File: config.mk
export PLATFORM = sky130hd
export DESIGN_NAME = appr_mult_stream
export DESIGN_NICKNAME = d
export VERILOG_FILES = /design/src/rtl/appr_mult_stream.sv
export SDC_FILE = /design/constraint.sdc
export NUM_CORES = 1
export LEC_CHECK = 0
export CAP_MARGIN = 40
export CORE_MARGIN = 1
export CORE_UTILIZATION = 60
export DETAILED_ROUTE_END_ITERATION = 7
export PLACE_DENSITY = 0.8
export SETUP_SLACK_MARGIN = 0.15
export SYNTH_ARGS = -nofsm -noshare
export SYNTH_HDL_FRONTEND = slang
export SYNTH_SLANG_ARGS = --single-unit
File: constraint.sdc
create_clock -name clk -period 5.3 [get_ports clk]
set_clock_uncertainty 0.2 [all_clocks]
set_input_delay 1.06 -clock clk [delete_from_list [all_inputs] [get_ports clk]]
set_output_delay 1.06 -clock clk [all_outputs]
set_load 0.01 [all_outputs]
File: src/rtl/appr_mult_stream.sv
// -----------------------------------------------------------------------------
// appr_mult_stream
//
// Streaming approximate unsigned multiplier. Each accepted operand pair goes
// through four steps:
//   1. Normalise: each operand is shifted left until its MSB is 1, and the
//      number of shifts is counted (za, zb).
//   2. Multiply: the top K bits of the two normalised operands are multiplied
//      by a shift-add unit that handles one multiplier bit per cycle.
//   3. Scale: the product is shifted back by 2*(WIDTH-K) - (za+zb).
//   4. Output: the result is held until the sink accepts it.
// K is KEEP by default. When exact_mode is set for the transaction, K is WIDTH
// and the product is exact.
//
// Ports
//   clk         rising-edge clock
//   rst         synchronous, active-high reset; it aborts any transaction
//   in_valid    operand pair valid
//   in_ready    high only in IDLE; one transaction is in flight at a time
//   a, b        unsigned operands, WIDTH bits each
//   exact_mode  latched when a pair is accepted; 1 = exact product
//   out_valid   result valid; stays high until out_ready
//   out_ready   the sink accepts the result
//   result      product, 2*WIDTH bits; stable while out_valid is high
//   busy        high in every state except IDLE
// -----------------------------------------------------------------------------
module appr_mult_stream #(
    parameter int WIDTH = 16,
    parameter int KEEP  = 8
) (
    input  logic               clk,
    input  logic               rst,
    input  logic               in_valid,
    output logic               in_ready,
    input  logic [WIDTH-1:0]   a,
    input  logic [WIDTH-1:0]   b,
    input  logic               exact_mode,
    output logic               out_valid,
    input  logic               out_ready,
    output logic [2*WIDTH-1:0] result,
    output logic               busy
);

    localparam int RW = 2 * WIDTH;            // product width
    localparam int CW = $clog2(WIDTH + 1);    // holds 0..WIDTH
    localparam int ZW = $clog2(WIDTH) + 1;    // zero count, at most WIDTH-1
    localparam int EW = $clog2(2 * WIDTH) + 2; // signed scale exponent

    generate
        if (KEEP < 2 || KEEP > WIDTH) begin : g_bad_keep
            $error("appr_mult_stream: KEEP must lie in 2..WIDTH");
        end
    endgenerate

    typedef enum logic [2:0] {
        IDLE  = 3'd0,
        NORM  = 3'd1,
        MUL   = 3'd2,
        SCALE = 3'd3,
        OUT   = 3'd4
    } state_t;

    state_t state, state_nxt;

    logic [WIDTH-1:0]     norm_a, norm_b;   // operands being normalised
    logic [ZW-1:0]        za, zb;           // leading-zero shift counts
    logic                 exact_q;          // latched exact_mode
    logic [RW-1:0]        mcand;            // multiplicand, moves left each step
    logic [WIDTH-1:0]     mplier;           // multiplier, moves right each step
    logic [RW-1:0]        acc;              // shift-add partial product
    logic [CW-1:0]        cnt;              // count of MUL cycles done
    logic [RW-1:0]        result_q;

    logic                 zero_in;
    logic [CW-1:0]        k_eff;
    logic [CW-1:0]        drop;
    logic                 mul_last;
    logic [EW-1:0]        two_drop;
    logic [EW-1:0]        zsum;
    logic signed [EW-1:0] e_val;

    // Shift the raw product back by e. A negative e means a right shift,
    // which truncates toward zero. A left shift cannot overflow, because the
    // rescaled value is never above the exact product.
    function automatic logic [RW-1:0] scale_product(input logic [RW-1:0]        p,
                                                    input logic signed [EW-1:0] e);
        logic [EW-1:0] mag;
        mag = e[EW-1] ? EW'(-e) : EW'(e);
        if (e[EW-1])
            scale_product = p >> mag;
        else
            scale_product = p << mag;
    endfunction

    assign zero_in  = (a == '0) || (b == '0);
    assign k_eff    = exact_q ? CW'(WIDTH) : CW'(KEEP);
    assign drop     = CW'(WIDTH) - k_eff;
    assign mul_last = (cnt == (k_eff - CW'(1)));

    // e = 2*(WIDTH-K) - (za+zb)
    assign two_drop = EW'(drop) << 1;
    assign zsum     = EW'(za) + EW'(zb);
    assign e_val    = signed'(two_drop - zsum);

    assign result   = result_q;

    // State register
    always_ff @(posedge clk) begin
        if (rst)
            state <= IDLE;
        else
            state <= state_nxt;
    end

    // Next-state and handshake outputs
    always_comb begin
        state_nxt = state;
        in_ready  = 1'b0;
        out_valid = 1'b0;
        busy      = 1'b1;
        case (state)
            IDLE: begin
                in_ready = 1'b1;
                busy     = 1'b0;
                if (in_valid)
                    state_nxt = zero_in ? OUT : NORM;
            end
            NORM: begin
                // Both MSBs must already be set when they are tested. A shift
                // in this cycle delays the move to MUL by one cycle.
                if (norm_a[WIDTH-1] && norm_b[WIDTH-1])
                    state_nxt = MUL;
            end
            MUL: begin
                if (mul_last)
                    state_nxt = SCALE;
            end
            SCALE: begin
                state_nxt = OUT;
            end
            OUT: begin
                out_valid = 1'b1;
                if (out_ready)
                    state_nxt = IDLE;
            end
            default: begin
                state_nxt = IDLE;
            end
        endcase
    end

    // Datapath
    always_ff @(posedge clk) begin
        if (rst) begin
            norm_a   <= '0;
            norm_b   <= '0;
            za       <= '0;
            zb       <= '0;
            exact_q  <= 1'b0;
            mcand    <= '0;
            mplier   <= '0;
            acc      <= '0;
            cnt      <= '0;
            result_q <= '0;
        end else begin
            case (state)
                IDLE: begin
                    if (in_valid) begin
                        norm_a  <= a;
                        norm_b  <= b;
                        exact_q <= exact_mode;
                        za      <= '0;
                        zb      <= '0;
                        if (zero_in)
                            result_q <= '0;
                    end
                end
                NORM: begin
                    if (!norm_a[WIDTH-1]) begin
                        norm_a <= norm_a << 1;
                        za     <= za + ZW'(1);
                    end
                    if (!norm_b[WIDTH-1]) begin
                        norm_b <= norm_b << 1;
                        zb     <= zb + ZW'(1);
                    end
                    if (norm_a[WIDTH-1] && norm_b[WIDTH-1]) begin
                        // Keep only the top K bits of each normalised operand.
                        mcand  <= RW'(norm_a >> drop);
                        mplier <= norm_b >> drop;
                        acc    <= '0;
                        cnt    <= '0;
                    end
                end
                MUL: begin
                    // Use one multiplier bit per cycle, LSB first. After K
                    // cycles every kept bit has been used.
                    if (mplier[0])
                        acc <= acc + mcand;
                    mcand  <= mcand << 1;
                    mplier <= mplier >> 1;
                    cnt    <= cnt + CW'(1);
                end
                SCALE: begin
                    result_q <= scale_product(acc, e_val);
                end
                default: begin
                    // In OUT, every register holds its value so that result
                    // stays stable while the sink stalls.
                end
            endcase
        end
    end

endmodule

==> results.yml <==
outcome:
  status: "finished clean"
worst_hold_path:
  worst_hold_path.num_cells: 2
  hold_end: "result[19]"
  hp-class: "reg2reg"
  hp-start: "result[19]"
global_route:
  grt_pass1_wl_um: 66000
  overflow: 0
  grt_pass1_vias: 11700
  grt_antenna_before_repair: 1
  grt_max_degree: 91
  grt.total_usage_pct: 39.4
routing:
  wl_per_cell_um: 22.3
  drc: 0
  first_pass_iters: 6
  vias: 12500
  antenna_left: 0
  drt_iter0_drc: 1523
  routed_wl_um: 41100
  vias_per_cell: 6.78
logic_synthesis:
  ys_seq_area_share_pct: 26.5
  synthArstFlopShare_pct: 0
  ys_ff_latch: 163
  syn_area_mm2: 0.0123
  synth_cells: 1550
  synth_edf_count: 0
  yosysMostFrequentCell: "nand2_1"
  synth_cell_types: 96
  synth_common_cells: "nand2_1, dfxtp_1, nor2_1"
  synth_flop_cell: "dfxtp_1"
  avgSynthCellArea_um2: 7.95
  synthesis.nets: 1633
  yosys_warnings: 0
  synthTopCellsByArea: "dfxtp_1, nand2_1, a21oi_1"
  yosysTopAreaCell: "dfxtp_1"
  synth_top_area_share_pct: 26.5
layout:
  fin_nets: 1643
  drive_above_1_share_pct: 9.73
  fin_util_pct: 67.8
  area_growth_pct: 11.0
  diodes: 0
sta:
  worst_pin_slew_ps: 904
  fin_crit_ps: 4520
  rsz0062_at_grt: "no"
  finalMaxSlewViolations: 0
  timing.slew.headroom_pct: 39.5
  max_freq_mhz: 221
  hold_viol: 0
  fin_ws_ps: 782
  finalCritPeriodShare_pct: 85.2
  setup_viol: 0
  setup_tns_ps: 0
cts:
  clk_latency_ps: 450
  cts.path.max_buffers: 2
  cts.clk_slew.worst_paths_ps: 80
  cts_setup_buffers: 0
  ctsHtreeMaxLevel: 4
  clock_tree.root_cell: "clkbuf_16"
  holdBufCountCts: 0
  numClockSinks: 163
  cts.repair.resized: 0
  cts_buffers: 17
  cts_tree: "yes"
worst_setup_path:
  r2r_slack_ps: 780
  worst-path-buf-inv: 3
  critical-path-slowest-cell: "ha_1"
  critPathLaunchType: "register"
  reg2regPathDepth: 14
  r2r_start: "za[1]"
  arrival_ps: 4650
  cp_slowest_stage_delay_ps: 510
  endpoint_kind: "register"
  rr_endpoint: "result[24]"
  critPathTopFamily: "compound AO/OA/AOI/OAI gates"
  cpMostUsedCell: "ha_1"
  critPathMaxFanout: 37
  cp.required_ps: 5430
  criticalPathCategory: "reg2reg"
  crit_chain: "ha_1 > inv_1 > ha_1 > inv_1 > ha_1 > o21ai_0 > o22a_1 > buf_12 > mux4_2 > mux2i_1 > nor2_1 > a31oi_1 > a2111oi_0 > a221o_1"
place:
  place_ws_ps: 949
  hpwl_um: 30000
  portBuffers: 71
  gp_congestion: 1.03
floorplan:
  fp.dieW_um: 145
  start_util_pct: 61.1
  fp-row-count: 52
  core_area_mm2: 0.0202
  die_h_um: 145
  dieArea_mm2: 0.0211
  ios: 72
pwr:
  total_leakage_power_uw: 0.00503
  peakVddDrop_mv: 0.192
  power.density_mw_per_mm2: 272
job:
  drv_cap: 0
-- worst register-to-register path: cells and delay by family, from the launching register on --
family,cells,cell delay (ps)
AND/OR/NAND/NOR,1,60
AO/OA/AOI/OAI,5,1620
flip-flops,1,350
multiplexers,2,610
adder cells (fa/ha/maj),3,1090
buffers and inverters,3,490
-- stage by stage --
step	instances	hold slack, ps	total power, µW	cell area, µm²
floorplan	1550	232	2120	12300
CTS	1843	254	3680	13700
global placement	1806	238	2410	13000
detailed placement	1811	238	2420	13100
finish	1843	249	3710	13700
global route	1843	285	3840	13700
-- layout by cell type (no fill, tap or decap), types with 6 or more instances in the layout --
| cell | netlist | final |
|---|---|---|
| nand2_1 | 208 | 208 |
| dfxtp_1 | 163 | 163 |
| nor2_1 | 151 | 150 |
| a21oi_1 | 135 | 135 |
| clkdlybuf4s50_1 | 0 | 70 |
| o21ai_0 | 67 | 67 |
| nand3_1 | 65 | 65 |
| mux2i_1 | 63 | 63 |
| a22oi_1 | 54 | 54 |
| ha_1 | 43 | 42 |
| nor3_1 | 34 | 34 |
| a211oi_1 | 34 | 34 |
| buf_4 | 6 | 34 |
| mux4_2 | 27 | 27 |
| o211ai_1 | 27 | 27 |
| a311oi_1 | 23 | 23 |
| inv_1 | 22 | 22 |
| xnor2_1 | 22 | 22 |
| a22o_1 | 22 | 22 |
| mux2_2 | 19 | 19 |
| nand4_1 | 17 | 17 |
| clkbuf_16 | 0 | 17 |
| a21o_1 | 15 | 15 |
| and3_1 | 13 | 13 |
| a31oi_1 | 12 | 12 |
| o22ai_1 | 12 | 12 |
| nor2b_1 | 13 | 11 |
| o31ai_1 | 11 | 11 |
| o21a_1 | 10 | 10 |
| xor2_1 | 10 | 10 |
| nand2b_1 | 10 | 9 |
| o21ai_1 | 9 | 9 |
| nor4_1 | 8 | 8 |
| a32o_1 | 8 | 8 |
| o21bai_1 | 8 | 8 |
| and2_1 | 6 | 6 |
-- cells by family after synthesis --
| kind of cell | share of synthesized area (%) |
|---|---|
| compound gates | 27.5 |
| xor+xnor | 2.80 |
| fa+ha+maj | 4.86 |
| buf+inv | 6.07 |
| flops | 26.5 |
| mux | 12.0 |
| simple gates | 20.2 |
-- area by class of cell --
class                   instances  area (µm²)
clock buffers                  17         425
repair buffers                109        1040
fillers                      1693        6490
multi-input cells            1246        8340
inverters                      23        86.3
clock inverters                15         180
flip-flops and latches        163        3260
well taps                     270         338
-- routing by layer --
metal	vias to the layer above	share of wire, %	GRT usage (%)
li1	5803	-	-
met2	708	44	60.9
met3	100	10	7.70
met1	5883	42	55.0
met5	-	0.032	0
met4	2	2.9	12.6
-- power breakdown --
group          switching (µW)  total (µW)  leakage [µW]  internal (µW)
Clock                     635        1280      0.000292            642
Combinational             765        1150       0.00342            384
Sequential               34.1        1290       0.00132           1250
Total                    1430        3710       0.00503           2280
-- registers in the layout (all words and copies together), names as in the netlist --
name,count
zb,5
state,3
result,32
norm_a,16
cnt,5
norm_b,16
exact_q,1
acc,32
za,5
mcand,32
mplier,16
-- worst max-delay path by stage --
stage               start  cells past startpoint         end  slack, ps
floorplan           za[0]                     16  result[20]       1340
global placement    za[1]                     14  result[23]        940
detailed placement  za[1]                     14  result[23]        950
CTS                 za[1]                     14  result[23]        880
global route        za[1]                     14  result[23]        580
finish              za[1]                     14  result[24]        780
Note: power is estimated with default switching activity, not from simulation.
